<file path="config.mk">
export PLATFORM = sky130hd
export DESIGN_NAME = pid_multi
export DESIGN_NICKNAME = d
export VERILOG_FILES = /design/src/rtl/pid_multi.sv
export SDC_FILE = /design/constraint.sdc
export NUM_CORES = 2
export LEC_CHECK = 0
export CORE_MARGIN = 2
export CORE_UTILIZATION = 30
export CTS_CLUSTER_DIAMETER = 30
export DETAILED_ROUTE_END_ITERATION = 12
export SETUP_SLACK_MARGIN = 0.2
export SLEW_MARGIN = 20
export SYNTH_ARGS = -nofsm -noshare
export SYNTH_HDL_FRONTEND = slang
export SYNTH_SLANG_ARGS = --single-unit
</file>
<file path="constraint.sdc">
create_clock -name clk -period 12 [get_ports clk]
set_input_delay 1.2 -clock clk [delete_from_list [all_inputs] [get_ports clk]]
set_output_delay 1.2 -clock clk [all_outputs]
set_load 0.03 [all_outputs]
</file>
<file path="src/rtl/pid_multi.sv">
// pid_multi: time-multiplexed PID controller serving NUM_CH channels with one
// shared multiplier. Each frame walks every channel through ERR, MP, MI, MD and
// OUT, then commits all staged outputs together in COMMIT.
module pid_multi #(
  parameter int NUM_CH  = 4,
  parameter int W       = 13,
  parameter int KW      = 13,
  parameter int SHW     = 4,
  parameter int PW      = 13,
  parameter int INT_LIM = 4095
) (
  input  logic                  clk,
  input  logic                  rst_n,
  input  logic                  enable,
  input  logic                  sample_tick,
  input  logic [NUM_CH*W-1:0]   pos_d,
  input  logic [NUM_CH*W-1:0]   pos,
  input  logic [NUM_CH*KW-1:0]  kp_n,
  input  logic [NUM_CH*KW-1:0]  ki_n,
  input  logic [NUM_CH*KW-1:0]  kd_n,
  input  logic [NUM_CH*SHW-1:0] kp_d,
  input  logic [NUM_CH*SHW-1:0] ki_d,
  input  logic [NUM_CH*SHW-1:0] kd_d,
  input  logic [NUM_CH-1:0]     clear_int,
  output logic [NUM_CH*PW-1:0]  pwm,
  output logic [NUM_CH-1:0]     dir,
  output logic                  busy,
  output logic                  done,
  output logic                  overrun
);

  localparam int CW  = (NUM_CH > 1) ? $clog2(NUM_CH) : 1;
  localparam int IW  = $clog2(INT_LIM + 1) + 1;
  localparam int OW  = ((IW > W + 2) ? IW : W + 2) + 1;
  localparam int PRW = KW + 1 + OW;
  localparam int SW  = PRW + 2;
  localparam logic [CW-1:0]        LAST_CH  = CW'(NUM_CH - 1);
  localparam logic signed [OW-1:0] LIM_P    = OW'(INT_LIM);
  localparam logic signed [OW-1:0] LIM_N    = -LIM_P;
  localparam logic [SW-1:0]        PWM_MAXW = {{(SW-PW){1'b0}}, {PW{1'b1}}};

  typedef enum logic [2:0] {
    S_IDLE, S_ERR, S_MP, S_MI, S_MD, S_OUT, S_COMMIT
  } state_t;

  state_t state_q, state_d;
  logic [CW-1:0]          ch_q;
  logic [NUM_CH*W-1:0]    posD_q, pos_q;
  logic [NUM_CH*KW-1:0]   kpN_q, kiN_q, kdN_q;
  logic [NUM_CH*SHW-1:0]  kpD_q, kiD_q, kdD_q;
  logic [NUM_CH-1:0]      clr_q;
  logic signed [W:0]      errPrev_q [NUM_CH];
  logic signed [IW-1:0]   intAcc_q  [NUM_CH];
  logic signed [OW-1:0]   err_q, intv_q, deriv_q;
  logic signed [SW-1:0]   sum_q;
  logic [NUM_CH*PW-1:0]   stagePwm_q, pwm_q;
  logic [NUM_CH-1:0]      stageDir_q, dir_q;
  logic                   busy_q, done_q, overrun_q;

  logic [W-1:0]           chPosD, chPos;
  logic signed [W:0]      errNow;
  logic signed [OW-1:0]   errExt, prevExt, intBase, intSum, intClamped, derivNow;
  logic [KW-1:0]          gainN;
  logic [SHW-1:0]         gainSh;
  logic signed [OW-1:0]   mulX;
  logic signed [PRW-1:0]  mulA, mulB, product, term;
  logic signed [SW-1:0]   termExt;
  logic [SW-1:0]          sumAbs;
  logic [PW-1:0]          magNow;
  logic                   dirNow;

  // Error, clamped integrator and derivative for the channel being processed.
  assign chPosD     = posD_q[ch_q*W +: W];
  assign chPos      = pos_q[ch_q*W +: W];
  assign errNow     = $signed({1'b0, chPosD}) - $signed({1'b0, chPos});
  assign errExt     = {{(OW-W-1){errNow[W]}}, errNow};
  assign prevExt    = {{(OW-W-1){errPrev_q[ch_q][W]}}, errPrev_q[ch_q]};
  assign intBase    = clr_q[ch_q] ? '0 : {{(OW-IW){intAcc_q[ch_q][IW-1]}}, intAcc_q[ch_q]};
  assign intSum     = intBase + errExt;
  assign intClamped = (intSum > LIM_P) ? LIM_P : ((intSum < LIM_N) ? LIM_N : intSum);
  assign derivNow   = errExt - prevExt;

  // Select gain and operand for the single shared multiplier.
  always_comb begin
    gainN  = '0;
    gainSh = '0;
    mulX   = '0;
    case (state_q)
      S_MP: begin
        gainN  = kpN_q[ch_q*KW +: KW];
        gainSh = kpD_q[ch_q*SHW +: SHW];
        mulX   = err_q;
      end
      S_MI: begin
        gainN  = kiN_q[ch_q*KW +: KW];
        gainSh = kiD_q[ch_q*SHW +: SHW];
        mulX   = intv_q;
      end
      S_MD: begin
        gainN  = kdN_q[ch_q*KW +: KW];
        gainSh = kdD_q[ch_q*SHW +: SHW];
        mulX   = deriv_q;
      end
      default: ;
    endcase
  end

  assign mulA    = {{(OW+1){1'b0}}, gainN};
  assign mulB    = {{(KW+1){mulX[OW-1]}}, mulX};
  assign product = mulA * mulB;
  assign term    = product >>> gainSh;
  assign termExt = {{2{term[PRW-1]}}, term};

  assign sumAbs  = sum_q[SW-1] ? -sum_q : sum_q;
  assign magNow  = (sumAbs > PWM_MAXW) ? {PW{1'b1}} : sumAbs[PW-1:0];
  assign dirNow  = !sum_q[SW-1] && (sum_q != '0);

  // State register.
  always_ff @(posedge clk or negedge rst_n) begin
    if (!rst_n) state_q <= S_IDLE;
    else        state_q <= state_d;
  end

  // Next-state: a frame starts on an enabled tick; dropping enable aborts to IDLE.
  always_comb begin
    state_d = state_q;
    if (!enable) begin
      state_d = S_IDLE;
    end else begin
      case (state_q)
        S_IDLE:   if (sample_tick) state_d = S_ERR;
        S_ERR:    state_d = S_MP;
        S_MP:     state_d = S_MI;
        S_MI:     state_d = S_MD;
        S_MD:     state_d = S_OUT;
        S_OUT:    state_d = (ch_q == LAST_CH) ? S_COMMIT : S_ERR;
        S_COMMIT: state_d = S_IDLE;
        default:  state_d = S_IDLE;
      endcase
    end
  end

  // Datapath: snapshot, per-channel history, accumulation, staging and commit.
  always_ff @(posedge clk or negedge rst_n) begin
    if (!rst_n) begin
      ch_q       <= '0;
      posD_q     <= '0;
      pos_q      <= '0;
      kpN_q      <= '0;
      kiN_q      <= '0;
      kdN_q      <= '0;
      kpD_q      <= '0;
      kiD_q      <= '0;
      kdD_q      <= '0;
      clr_q      <= '0;
      err_q      <= '0;
      intv_q     <= '0;
      deriv_q    <= '0;
      sum_q      <= '0;
      stagePwm_q <= '0;
      stageDir_q <= '0;
      pwm_q      <= '0;
      dir_q      <= '0;
      busy_q     <= 1'b0;
      done_q     <= 1'b0;
      overrun_q  <= 1'b0;
      for (int c = 0; c < NUM_CH; c++) begin
        errPrev_q[c] <= '0;
        intAcc_q[c]  <= '0;
      end
    end else begin
      done_q    <= 1'b0;
      overrun_q <= sample_tick && enable && (state_q != S_IDLE);
      busy_q    <= enable && (state_q != S_IDLE) && (state_q != S_COMMIT);
      if (!enable) begin
        pwm_q <= '0;
        dir_q <= '0;
        ch_q  <= '0;
        if (state_q != S_IDLE) begin
          for (int c = 0; c < NUM_CH; c++) begin
            errPrev_q[c] <= '0;
            intAcc_q[c]  <= '0;
          end
        end
      end else begin
        case (state_q)
          S_IDLE: begin
            if (sample_tick) begin
              posD_q <= pos_d;
              pos_q  <= pos;
              kpN_q  <= kp_n;
              kiN_q  <= ki_n;
              kdN_q  <= kd_n;
              kpD_q  <= kp_d;
              kiD_q  <= ki_d;
              kdD_q  <= kd_d;
              clr_q  <= clear_int;
              ch_q   <= '0;
            end
          end
          S_ERR: begin
            err_q           <= errExt;
            intv_q          <= intClamped;
            deriv_q         <= derivNow;
            intAcc_q[ch_q]  <= intClamped[IW-1:0];
            errPrev_q[ch_q] <= errNow;
            sum_q           <= '0;
          end
          S_MP, S_MI, S_MD: sum_q <= sum_q + termExt;
          S_OUT: begin
            stagePwm_q[ch_q*PW +: PW] <= magNow;
            stageDir_q[ch_q]          <= dirNow;
            if (ch_q != LAST_CH) ch_q <= ch_q + CW'(1);
          end
          S_COMMIT: begin
            pwm_q  <= stagePwm_q;
            dir_q  <= stageDir_q;
            done_q <= 1'b1;
          end
          default: ;
        endcase
      end
    end
  end

  assign pwm     = pwm_q;
  assign dir     = dir_q;
  assign busy    = busy_q;
  assign done    = done_q;
  assign overrun = overrun_q;

endmodule

</file>
==> report_table.html <==
<table>
<tr><th>Metric</th><th>Value</th></tr>
<tr><th colspan="2">Final layout</th></tr>
<tr><td>Net count, final</td><td>4781</td></tr>
<tr><td>Area added between synthesis and finish</td><td>30.28%</td></tr>
<tr><td>Utilization of the core after routing</td><td>39.44%</td></tr>
<tr><td>FILL cells</td><td>between 10k and 15k</td></tr>
<tr><td>Fraction of layout instances using a drive strength above 1</td><td>between 10% and 20%</td></tr>
<tr><td>Number of standard cells in the final layout excluding fillers</td><td>5967</td></tr>
<tr><th colspan="2">Floorplan</th></tr>
<tr><td>Total Die Area</td><td>133900 um^2</td></tr>
<tr><td>Cell row count</td><td>roughly 130</td></tr>
<tr><td>Placeable core region</td><td>129800 um^2</td></tr>
<tr><td>Die height</td><td>around 370 um</td></tr>
<tr><td>I/O pin total</td><td>around 380</td></tr>
<tr><td>Initial standard-cell utilization of the core</td><td>30.27%</td></tr>
<tr><td>Width of the die</td><td>365.9 um</td></tr>
<tr><th colspan="2">Yosys</th></tr>
<tr><td>Compound-cell area share of the yosys netlist</td><td>15.01%</td></tr>
<tr><td>Post-Syn Instances</td><td>roughly 3.7k</td></tr>
<tr><td>Most frequent cells after synthesis</td><td>617 x sky130_fd_sc_hd__dfrtp_1, 346 x sky130_fd_sc_hd__nand2_1, 323 x sky130_fd_sc_hd__mux2_2</td></tr>
<tr><td>Cell type contributing the most total cell area after synthesis</td><td>sky130_fd_sc_hd__dfrtp_1</td></tr>
<tr><td>Area fraction of the dominant cell type after synthesis</td><td>between 30% and 40%</td></tr>
<tr><td>Share of synthesized area spent on multiplexers</td><td>a little over an eighth</td></tr>
<tr><td>Yosys cell types</td><td>77</td></tr>
<tr><td>Register bit count reported by yosys</td><td>about 600</td></tr>
<tr><td>Total nets after synthesis</td><td>roughly 4.4k</td></tr>
<tr><td>Fraction of the mapped netlist area in simple logic gates</td><td>around a tenth</td></tr>
<tr><td>Post-synthesis cell area</td><td>just under 40000 um^2</td></tr>
<tr><td>Xor/xnor share of the synthesized area</td><td>about 2.2%</td></tr>
<tr><td>Number of enable-type register cells in the synthesized netlist</td><td>0</td></tr>
<tr><td>Count leader, synth</td><td>sky130_fd_sc_hd__dfrtp_1</td></tr>
<tr><td>Adder-Cell Fraction of Synth Area</td><td>15.65%</td></tr>
<tr><td>Seq/Total Area, Yosys</td><td>39.29%</td></tr>
<tr><td>Avg Inst Size Synth</td><td>around 11 um^2</td></tr>
<tr><td>Largest family of logic cells by synthesized area</td><td>adder cells</td></tr>
<tr><td>Primary FF master, synth</td><td>sky130_fd_sc_hd__dfrtp_1</td></tr>
<tr><td>Post-synthesis async set-or-reset flop share</td><td>100.0%</td></tr>
<tr><td>Cells taking the most area after synthesis</td><td>sky130_fd_sc_hd__dfrtp_1 39%, sky130_fd_sc_hd__fa_1 10%, sky130_fd_sc_hd__mux2_2 9.3%, sky130_fd_sc_hd__ha_1 5.2%, sky130_fd_sc_hd__a22o_1 4.4%</td></tr>
<tr><td>Yosys Warn Count</td><td>0</td></tr>
<tr><th colspan="2">Pwr</th></tr>
<tr><td>Pleak</td><td>0.02293 uW</td></tr>
<tr><td>Max IR drop VDD</td><td>approximately 0.00023 V</td></tr>
<tr><td>Total power density per cell area</td><td>218.8 nW/um^2</td></tr>
<tr><th colspan="2">STA</th></tr>
<tr><td>Period utilization</td><td>93.89%</td></tr>
<tr><td>Final period demand of the worst path</td><td>11270 ps</td></tr>
<tr><td>Slew of the pin with the lowest slew margin</td><td>approximately 1300 ps</td></tr>
<tr><td>Normalized max-slew margin</td><td>about 16%</td></tr>
<tr><td>RSZ-0062 raised after global routing</td><td>no</td></tr>
<tr><td>Final count of hold timing violations</td><td>0</td></tr>
<tr><td>Final count of pins violating max slew</td><td>0</td></tr>
<tr><td>Post-Route Skew</td><td>70.79 ps</td></tr>
<tr><td>Aggregate negative setup slack</td><td>0 ps</td></tr>
<tr><td>Highest attainable clock frequency</td><td>88.75 MHz</td></tr>
<tr><td>Setup-failing EPs final</td><td>0</td></tr>
<tr><td>Setup ws final</td><td>732.6 ps</td></tr>
<tr><td>Worst hold slack</td><td>416.9 ps</td></tr>
<tr><th colspan="2">CTS</th></tr>
<tr><td>Hold-fix buffer count after cts</td><td>0</td></tr>
<tr><td>Clock Tree Buf Depth</td><td>3</td></tr>
<tr><td>Number of sinks driven by the clock tree</td><td>617</td></tr>
<tr><td>Number of H-tree levels</td><td>4</td></tr>
<tr><td>CTS clk-pin slew, worst paths</td><td>40 ps</td></tr>
<tr><td>Number of buffers created by CTS</td><td>156</td></tr>
<tr><td>Clk root buf</td><td>sky130_fd_sc_hd__clkbuf_16</td></tr>
<tr><td>Skew-Pair Late Insertion Delay</td><td>about 790 ps</td></tr>
<tr><td>CTS tree</td><td>done</td></tr>
<tr><th colspan="2">Placement</th></tr>
<tr><td>Place WS</td><td>400.5 ps</td></tr>
<tr><td>Hpwl dp</td><td>86350 um</td></tr>
<tr><td>I/O Buffers</td><td>~370</td></tr>
<tr><td>Number of placed cells counting well taps</td><td>5673</td></tr>
<tr><td>Final weighted congestion of routability-driven global placement</td><td>0.9336</td></tr>
<tr><th colspan="2">Critical path</th></tr>
<tr><td>WP data required</td><td>approximately 13000 ps</td></tr>
<tr><td>Critical Setup Path Class</td><td>register to register</td></tr>
<tr><td>Library cell appearing most often on the critical path</td><td>sky130_fd_sc_hd__fa_1</td></tr>
<tr><td>Kind of cell adding the most delay to the critical path</td><td>adder cells</td></tr>
<tr><td>Buffers plus inverters on the worst setup path</td><td>7</td></tr>
<tr><td>Largest fanout of any net on the critical path</td><td>47</td></tr>
<tr><td>Maximum single-stage delay on the critical path</td><td>between 600 and 700 ps</td></tr>
<tr><td>Max stage delay cell, worst path</td><td>sky130_fd_sc_hd__fa_1</td></tr>
<tr><td>CP Data Arrival Time</td><td>11880 ps</td></tr>
<tr><td>Type of element launching the critical path</td><td>register</td></tr>
<tr><td>Crit path capture type</td><td>register</td></tr>
<tr><th colspan="2">Run</th></tr>
<tr><td>Maximum Capacitance Violations</td><td>0</td></tr>
<tr><th colspan="2">Drt</th></tr>
<tr><td>Drt initial violations</td><td>slightly above 2k</td></tr>
<tr><td>Wirelength per Cell</td><td>19.92 um</td></tr>
<tr><td>Detail-routed via count per cell</td><td>~5.1</td></tr>
<tr><td>DRC violation count after routing</td><td>0</td></tr>
<tr><td>Routed wire length</td><td>around 120000 um</td></tr>
<tr><td>Number of iterations in the first detailed-routing pass</td><td>5</td></tr>
<tr><td>Antenna Nets Post-Route</td><td>0</td></tr>
<tr><td>Via Count</td><td>30.25k</td></tr>
<tr><th colspan="2">GRT</th></tr>
<tr><td>GRT Total Usage</td><td>17.59%</td></tr>
<tr><td>Global-route wire length before repair</td><td>185500 um</td></tr>
<tr><td>Total congestion overflow</td><td>0</td></tr>
<tr><td>Largest net degree at the start of global routing</td><td>173</td></tr>
<tr><td>Initial antenna violation count</td><td>20</td></tr>
<tr><td>Vias in the first global route</td><td>31.40k</td></tr>
<tr><th colspan="2">Hold path</th></tr>
<tr><td>Min-Delay Path Class</td><td>input pin to asynchronous set/reset pin</td></tr>
<tr><th colspan="2">Outcome</th></tr>
<tr><td>Outcome</td><td>complete, no violations</td></tr>
</table>
-- where the power goes --
group | internal (uW) | total, uW | switching, uW
sequential | 2560 | 2870 | 317
combinational | 1490 | 3790 | 2310
clock | 3120 | 4540 | 1420
total | 7160 | 11200 | 4040
-- placed cells by master, fill, tap and decap left out, types with 48 or more instances in the layout --
master                            synthesis  layout
sky130_fd_sc_hd__xnor2_1                 59      59
sky130_fd_sc_hd__clkdlybuf4s50_1          0     373
sky130_fd_sc_hd__a22oi_1                 48      48
sky130_fd_sc_hd__a21oi_1                129     126
sky130_fd_sc_hd__clkbuf_16                0     156
sky130_fd_sc_hd__nor2_1                 231     222
sky130_fd_sc_hd__a22o_1                 196     196
sky130_fd_sc_hd__buf_4                    0      71
sky130_fd_sc_hd__fa_1                   206     206
sky130_fd_sc_hd__dfrtp_1                617     614
sky130_fd_sc_hd__ha_1                   162     162
sky130_fd_sc_hd__o21ai_0                180     177
sky130_fd_sc_hd__mux2_2                 323     323
sky130_fd_sc_hd__nand2_1                346     346
sky130_fd_sc_hd__inv_1                  312     311
sky130_fd_sc_hd__mux4_2                  53      53
-- final cells by class --
type / instances / area [um^2] / share of cell area [%]
Sequential cell: 617 / 15450 / 30.17
Multi-Input combinational cell: 2553 / 22120 / 43.21
Antenna cell: 4 / 10.01 / 0.01955
Inverter: 316 / 1190 / 2.324
Clock inverter: 87 / 1501 / 2.932
Timing Repair Buffer: 453 / 4449 / 8.690
Tap cell: 1742 / 2180 / 4.257
Clock buffer: 195 / 4300 / 8.399
-- metal layers --
| metal | track usage [%] | share of wire [%] | vias up |
|---|---|---|---|
| li1 | - | - | 13910 |
| met1 | 24.17 | 45 | 15090 |
| met2 | 26.45 | 44 | 1019 |
| met3 | 4.953 | 7.8 | 207 |
| met4 | 6.102 | 2.7 | 24 |
| met5 | 0 | 0.13 | - |
-- path summary, 6_finish.rpt --
check / slack, ps / startpoint / to / depth (start not counted)
setup / recovery: 730 / state_q[1]$_DFFE_PN0P_ / sum_q[28]$_DFFE_PN0P_ / 40
hold / removal: 420 / rst_n / pos_q[10]$_DFFE_PN0P_ / 1
setup reg to reg: 730 / state_q[1]$_DFFE_PN0P_ / sum_q[28]$_DFFE_PN0P_ / 40
hold reg to reg: 470 / stagePwm_q[39]$_DFFE_PN0P_ / pwm[39]$_DFFE_PN0P_ / 1
max in group asynchronous: 9280 / rst_n / ch_q[1]$_DFFE_PN0P_ / 3
min in group clk: 470 / stagePwm_q[39]$_DFFE_PN0P_ / pwm[39]$_DFFE_PN0P_ / 1
-- per-stage QoR --
| step | instance area (um^2) | power (uW) |
|---|---|---|
| floorplan | 39300 | 5355 |
| global placement | 45190 | 6605 |
| detailed placement | 45190 | 6678 |
| CTS | 51000 | 11300 |
| global route | 51200 | 11850 |
| finish | 51200 | 11200 |
-- what timing repair did --
| action | CTS | global route |
|---|---|---|
| endpoints found under the setup margin | 0 | 12 |
| buffers inserted | 0 | 7 |
| resized for setup | 0 | 25 |
-- state kept, by name, summed over array words and instances, names as in the netlist, 2 cells and up --
register	count
kdD_q	16
clr_q	4
intAcc_q	52
kiD_q	16
stagePwm_q	52
posD_q	52
pwm	52
errPrev_q	56
ch_q	2
kiN_q	52
deriv_q	15
kpD_q	16
sum_q	32
err_q	14
pos_q	52
intv_q	16
dir	4
stageDir_q	4
kpN_q	52
state_q	3
kdN_q	52
-- worst reg2reg max path: cells and delay by family (launching register included) --
family / cells / cell delay (ps)
AO/OA/AOI/OAI: 19 / 3970
XOR/XNOR: 1 / 210
adder cells (fa/ha/maj): 8 / 4070
AND/OR/NAND/NOR: 5 / 1310
buffers and inverters: 7 / 1110
flip-flops: 1 / 470
-- cells by family (layout without fill, tap and decap cells) --
family / after synthesis / count (layout)
AO/OA/AOI/OAI: 844 / 844
AND/OR/NAND/NOR: 820 / 821
flip-flops: 617 / 617
buffers and inverters: 519 / 1051
multiplexers: 422 / 422
adder cells (fa/ha/maj): 368 / 368
XOR/XNOR: 98 / 98
other: 0 / 4
Power figures use the tool's default switching activity.
